File: src/rtl/conv_tile_sched.sv
// Layer tile scheduler: walks (n, row, col, m) tile origins and hands each tile to the conv engine.
// Optional TILE_SCHED_PERF_CNT_EN adds a 32-bit busy_cycles counter of cycles spent waiting on tiles.
module conv_tile_sched #(
    parameter int CW = 16,
    parameter int N  = 32,
    parameter int M  = 32,
    parameter int R  = 64,
    parameter int C  = 32,
    parameter int Tn = 16,
    parameter int Tm = 16,
    parameter int Tr = 64,
    parameter int Tc = 16
) (
    input  logic          clk,
    input  logic          rst,
    input  logic          sched_start,
    output logic          sched_done,
    output logic          sched_busy,
    output logic          conv_tile_start,
    input  logic          conv_tile_done,
    output logic [CW-1:0] tile_base_n,
    output logic [CW-1:0] tile_base_m,
    output logic [CW-1:0] tile_base_row,
    output logic [CW-1:0] tile_base_col,
    output logic [CW-1:0] tile_cnt
`ifdef TILE_SCHED_PERF_CNT_EN
    ,
    output logic [31:0]   busy_cycles
`endif
);

    // state | meaning
    // IDLE  | waiting for sched_start
    // ISSUE | launch pulse for the current tile
    // WAIT  | tile running, waiting for conv_tile_done
    // NEXT  | count the tile and step to the next origin
    // FIN   | layer done pulse
    typedef enum logic [2:0] {
        IDLE  = 3'd0,
        ISSUE = 3'd1,
        WAIT  = 3'd2,
        NEXT  = 3'd3,
        FIN   = 3'd4
    } state_e;

    localparam logic [CW-1:0] STEP_N   = CW'(Tn);
    localparam logic [CW-1:0] STEP_M   = CW'(Tm);
    localparam logic [CW-1:0] STEP_ROW = CW'(Tr);
    localparam logic [CW-1:0] STEP_COL = CW'(Tc);
    localparam logic [CW-1:0] LAST_N   = CW'(N - Tn);
    localparam logic [CW-1:0] LAST_M   = CW'(M - Tm);
    localparam logic [CW-1:0] LAST_ROW = CW'(R - Tr);
    localparam logic [CW-1:0] LAST_COL = CW'(C - Tc);

    state_e        state_q, state_d;
    logic [CW-1:0] base_n_q, base_n_d;
    logic [CW-1:0] base_m_q, base_m_d;
    logic [CW-1:0] base_row_q, base_row_d;
    logic [CW-1:0] base_col_q, base_col_d;
    logic [CW-1:0] tile_cnt_q, tile_cnt_d;

    logic wrap_n, wrap_m, wrap_row, wrap_col, last_tile;

    // End-of-layer is decided from the coordinates so a narrow tile_cnt can never stop the walk early.
    always_comb begin
        wrap_m    = (base_m_q == LAST_M);
        wrap_col  = (base_col_q == LAST_COL);
        wrap_row  = (base_row_q == LAST_ROW);
        wrap_n    = (base_n_q == LAST_N);
        last_tile = wrap_m && wrap_col && wrap_row && wrap_n;
    end

    always_ff @(posedge clk or negedge rst) begin
        if (!rst) begin
            state_q <= IDLE;
        end else begin
            state_q <= state_d;
        end
    end

    always_comb begin
        state_d = state_q;
        case (state_q)
            IDLE:    if (sched_start) state_d = ISSUE;
            ISSUE:   state_d = WAIT;
            WAIT:    if (conv_tile_done) state_d = NEXT;
            NEXT:    state_d = last_tile ? FIN : ISSUE;
            FIN:     state_d = IDLE;
            default: state_d = IDLE;
        endcase
    end

    always_comb begin
        conv_tile_start = (state_q == ISSUE);
        sched_done      = (state_q == FIN);
        sched_busy      = (state_q != IDLE);
    end

    // On the last tile only the count advances; the origin keeps the final tile's coordinates.
    always_comb begin
        base_n_d   = base_n_q;
        base_m_d   = base_m_q;
        base_row_d = base_row_q;
        base_col_d = base_col_q;
        tile_cnt_d = tile_cnt_q;
        if (state_q == IDLE && sched_start) begin
            base_n_d   = '0;
            base_m_d   = '0;
            base_row_d = '0;
            base_col_d = '0;
            tile_cnt_d = '0;
        end else if (state_q == NEXT) begin
            tile_cnt_d = tile_cnt_q + 1'b1;
            if (!last_tile) begin
                base_m_d = wrap_m ? '0 : base_m_q + STEP_M;
                if (wrap_m) begin
                    base_col_d = wrap_col ? '0 : base_col_q + STEP_COL;
                end
                if (wrap_m && wrap_col) begin
                    base_row_d = wrap_row ? '0 : base_row_q + STEP_ROW;
                end
                if (wrap_m && wrap_col && wrap_row) begin
                    base_n_d = base_n_q + STEP_N;
                end
            end
        end
    end

    always_ff @(posedge clk or negedge rst) begin
        if (!rst) begin
            base_n_q   <= '0;
            base_m_q   <= '0;
            base_row_q <= '0;
            base_col_q <= '0;
            tile_cnt_q <= '0;
        end else begin
            base_n_q   <= base_n_d;
            base_m_q   <= base_m_d;
            base_row_q <= base_row_d;
            base_col_q <= base_col_d;
            tile_cnt_q <= tile_cnt_d;
        end
    end

    assign tile_base_n   = base_n_q;
    assign tile_base_m   = base_m_q;
    assign tile_base_row = base_row_q;
    assign tile_base_col = base_col_q;
    assign tile_cnt      = tile_cnt_q;

`ifdef TILE_SCHED_PERF_CNT_EN
    logic [31:0] busy_cycles_q, busy_cycles_d;

    always_comb begin
        busy_cycles_d = busy_cycles_q;
        if (state_q == IDLE && sched_start) begin
            busy_cycles_d = '0;
        end else if (state_q == WAIT) begin
            busy_cycles_d = busy_cycles_q + 32'd1;
        end
    end

    always_ff @(posedge clk or negedge rst) begin
        if (!rst) begin
            busy_cycles_q <= '0;
        end else begin
            busy_cycles_q <= busy_cycles_d;
        end
    end

    assign busy_cycles = busy_cycles_q;
`endif

endmodule

File: config.mk
export PLATFORM = sky130hd
export DESIGN_NAME = conv_tile_sched
export DESIGN_NICKNAME = d
export VERILOG_FILES = /design/src/rtl/conv_tile_sched.sv
export SDC_FILE = /design/constraint.sdc
export NUM_CORES = 1
export LEC_CHECK = 0
export ABC_AREA = 1
export CAP_MARGIN = 30
export CORE_MARGIN = 4
export CORE_UTILIZATION = 25
export CTS_BUF_LIST = sky130_fd_sc_hd__clkbuf_2 sky130_fd_sc_hd__clkbuf_4 sky130_fd_sc_hd__clkbuf_8
export DETAILED_ROUTE_END_ITERATION = 6
export SETUP_SLACK_MARGIN = 0.2
export SLEW_MARGIN = 30
export SYNTH_ARGS = -nofsm -noshare
export SYNTH_HDL_FRONTEND = slang
export SYNTH_SLANG_ARGS = --single-unit
File: constraint.sdc
create_clock -name clk -period 1.85 [get_ports clk]
set_input_delay 0.2775 -clock clk [delete_from_list [all_inputs] [get_ports clk]]
set_output_delay 0.2775 -clock clk [all_outputs]
set_load 0.01 [all_outputs]
# Yosys cells after proc, flatten, opt, wreduce, memory -nomap -nowiden
# Cells that the tools add are included.
# op_classes
addsub,5
n_eq_ne,10
n_mux,24
reduce_logical,16
# op_table
op,count
16-bit 2-to-1 mux,20
16-bit by 5-bit adder with 16-bit output (second input constant),3
16-bit by 5-bit == test with 1-bit output (second input constant),3
16-bit by 1-bit adder with 16-bit output (second input constant),1
16-bit by 7-bit adder with 16-bit output (second input constant),1
16-bit logical NOT,1
3-bit case mux with 4 select lines,1
3-bit 2-to-1 mux,3
3-bit AND reduction,3
2-bit nonzero test,4
3-bit by 2-bit == test with 1-bit output (second input constant),2
1-bit logical AND,4
2-bit != test (second input constant),2
2-bit AND reduction,2
3-bit by 1-bit == test with 1-bit output (second input constant),1
3-bit == test (second input constant),1
3-bit logical NOT,1
3-bit nonzero test,1
2-bit by 1-bit != test with 1-bit output (second input constant),1
# totals
register_bits,83
inputBits,4
output_inout_bits,83
elab_cells,61

# Depth between registers and ports, before layout
# depth
word_depth,7
ltp_mapped,11

# Least setup slack after synthesis
# Ideal clock, no wire load.
# synth_timing
kind,flip-flop to flip-flop
start,reg base_m_q[4] (netlist: tile_base_m[4])
end,reg base_n_q[10] (netlist: tile_base_n[10])
arrival_time_ps,1509
t_required_ps,1733
path_slack_ps,224
path_stages_with_launch,10
n_path_buf,1
path_cell_list,dfrtp_1 -> ha_1 -> nand2_1 -> nor2_1 -> nand2_2 -> nor2_2 -> nand4_2 -> buf_2 -> nand3_1 -> nand2_1
# synth_between
elab_chain_cells,6
word_cells_on_any_way,7
cone_classes,eq/ne (2); reduce/logical (5)
# synth_rtl
element,line,text
"start, declared",57,"logic [CW-1:0] base_m_q, base_m_d;"
"start signal, assigned",138,base_m_q <= base_m_d;
16-bit by 5-bit == test with 1-bit output (*),66,wrap_m = (base_m_q == LAST_M);
1-bit logical AND (*) (2 in a row),"70, 122",
1-bit logical AND,70,last_tile = wrap_m && wrap_col && wrap_row && wrap_n;
2-bit by 1-bit != test with 1-bit output (no line),--,
3-bit AND reduction (no line) (*),--,
"end signal, assigned",137,base_n_q <= base_n_d;
"end, declared",56,"logic [CW-1:0] base_n_q, base_n_d;"
# Every way passes the cells marked *; elsewhere a longest branch is shown, timed or not.
# A chain may end at the register's enable or synchronous reset.

# Final worst setup path
# layout_timing
start,reg base_m_q[7] (netlist: tile_base_m[7])
end,reg base_m_q[8] (netlist: tile_base_m[8])
# layout_between
elab_chain_cells,6
word_cells_on_any_way,11
cone_classes,add/sub (1); eq/ne (2); mux (4); reduce/logical (4)
# layout_rtl
element
"parallel branches: the longest is 6 deep, another holds 16-bit by 5-bit adder with 16-bit output"
# Parallel ways; which one is timed is not known. The select of a mux whose other input is x is not followed.

==> impl_metrics.toml <==
[global_routing]
overflow = 0
grt_pass1_wl_um = 22500
use_met1_pct = 18.0
busiest_layer = "met2"
use_met3_pct = 3.72
grt_use_total_pct = 13.7
grt_max_degree = 66
antenna_found_initial = 0
globalRouteMet2Util_pct = 22.7
first_global_vias = 4388

[timing]
fmax_mhz = 583
fin_tns_setup_ps = 0
rsz0062_at_grt = "true"
slew_violations = 0
post-route-min-period_ps = 1720
hold_viol = 0
fin_hold_ws_ps = 479
min_period_over_period_pct = 92.8
fin_worst_skew_ps = 9.48
setup_viol = 0

[place]
hpwlAfterDp_um = 9450
gp_congestion = 0.847
port_buffers = 68
placed_area_um2 = 5760

[power_and_ir_drop]
power.density_nw_per_um2 = 1430
p_total_mw = 9.70
peakVddDrop_uv = 656
p_leak_nw = 3.53

[min_path]
min_path_type = "primary input to asynchronous set/reset pin"

[yosys]
synth_cell_type_count = 36
synth_most_common_cell = "nand2_1"
yosys-top-cells-area = "dfrtp_1 36%, nand2_1 14%, nand3_1 10%, nor2_1 7.3%, inv_1 4.6%"
async_reset_ff_share_pct = 100
netlist_top_cells_count = "175 x nand2_1, 95 x nand3_1, 89 x nor2_1"
yosysWarnings = 0
syn_avg_cell_area_um2 = 6.92
synth_top_cell_by_area = "dfrtp_1"
synth_seq_cells = 65
synthCells = 659
synthFlopType = "dfrtp_1"
ys_seq_area_share_pct = 35.7
synth_top_area_share_pct = 35.7
synth-edff-count = 0
synthesis.area_um2 = 4560

[worst_setup_path]
cp-start-kind = "flop"
cp-end-kind = "flop"
critical_path_class = "flop to flop"
worstPathRequired_ps = 2090
crit_fanout = 8
worstPathArrival_ps = 1960

[drt]
wirelength_um = 14200
drc = 0
viasPerCell = 4.58
dr.pass1.iters = 4
num_vias = 4788
ant_nets = 0
drt_iter0_drc = 209
post_drt_wl_per_cell_um = 13.6

[clocking]
clk_latency_ps = 360
clock_path_buffers = 2
cts_tree = "done"
numCtsBuffers = 9
clk_pin_slew_ps = 70
clock_sinks = 65
cts-root-buf = "clkbuf_8"
htreeDepth = 3

[floorplan]
io_pins = 87
initial_core_util_pct = 25.4
dieWidth_um = 143
core_area_um2 = 18000
die_h_um = 143
fp.dieArea_um2 = 20500
rows = 49

[cells_and_area]
area_delta_synth_final_pct = 48.4
diodes = 0
fillers = 1869
drive_gt1_share_pct = 27.1
layout.nets = 824
design_area_um2 = 6770
final_util_pct = 37.7

[outcome]
status = "completed"

[job]
drv_cap = 0
[final cells by class]
cell class	instances	area (um2)	share of cell area, %
multi-input cells	512	2910	43.0
flip-flops and latches	65	1640	24.2
clock inverters	2	35.0	0.518
well taps	229	287	4.23
clock buffers	14	180	2.66
inverters	60	233	3.44
repair buffers	163	1490	22.0
[where the power goes]
group          leakage, nW  total (mW)  internal, mW  switching, mW
registers            0.860        2.25          1.87          0.380
logic                 2.56        6.12          2.59           3.53
clock network        0.114        1.33         0.762          0.569
[layer usage]
metal | wire length (um) | vias to the layer above
li1 | - | 2380
met1 | 6370 | 2296
met2 | 7080 | 104
met3 | 636 | 8
met4 | 152 | 0
met5 | 0 | -
[stage by stage]
stage                     std cells  setup WS [ps]
after floorplan                 676            224
after CTS                      1029            159
after detailed placement        986          -33.1
final                          1045            134
after global routing           1045           20.5
after global placement          986           6.95
[layout by cell type (no fill, tap or decap), drive strengths merged, types with 16 or more instances in the layout]
cell           instances
nand2                181
nand3                 97
nor2                  96
buf                   95
dfrtp                 65
inv                   60
dlygate4sd2           35
xor2                  24
nor3                  22
conb                  18
clkdlybuf4s50         17
nand4                 17
clkbuf                16
[worst max-delay path, stage by stage, from the launching register on]
cell and delay, ps:
dfrtp_1 400, buf_6 130, or2_4 260, nor2_4 90
nand2_2 70, nor2_4 100, nand4_4 130, buf_6 170
buf_12 140, nand3_1 60, nand2_1 50
[repair_timing]
| item | in CTS | in global routing |
|---|---|---|
| endpoints found under the setup margin | 93 | 72 |
| pin swaps | 7 | 42 |
| buffers inserted | 23 | 16 |
| endpoints found under the hold margin | 65 | 0 |
| hold buffers | 1 | 0 |
| gates cloned | 3 | 0 |
| gates resized for setup | 84 | 84 |
[cells by family (layout without fill, tap and decap cells)]
family	count (synthesis)	count (layout)	share of synthesized area, %
buffers and inverters	100	239	10.7
xor gates and xnor gates	27	27	5.18
and+or+nand+nor	428	429	42.3
DFF	65	65	35.7
adders and majority gates	9	9	2.47
other	1	18	0.0822
AOI/OAI and AO/OA	29	29	3.65
[path summary, 6_finish.rpt]
| check | slack (ps) | from | depth (start not counted) | to |
|---|---|---|---|---|
| setup / recovery | 130 | tile_base_m[7]$_DFFE_PN0P_ | 10 | tile_base_m[8]$_DFFE_PN0P_ |
| hold / removal | 480 | rst | 3 | tile_base_m[9]$_DFFE_PN0P_ |
| setup reg to reg | 130 | tile_base_m[7]$_DFFE_PN0P_ | 10 | tile_base_m[8]$_DFFE_PN0P_ |
| hold reg to reg | 570 | tile_base_n[9]$_DFFE_PN0P_ | 2 | tile_base_n[9]$_DFFE_PN0P_ |
| max in group asynchronous | 1050 | rst | 3 | tile_base_n[6]$_DFFE_PN0P_ |
| min in group clk | 570 | tile_base_n[9]$_DFFE_PN0P_ | 2 | tile_base_n[9]$_DFFE_PN0P_ |
[sequential cells by signal, indices dropped and copies added (netlist names)]
signal,cells
tile_base_col,12
tile_cnt,16
tile_base_n,12
tile_base_m,12
tile_base_row,10
state_q,3
Note: power is estimated with default switching activity, not from simulation.
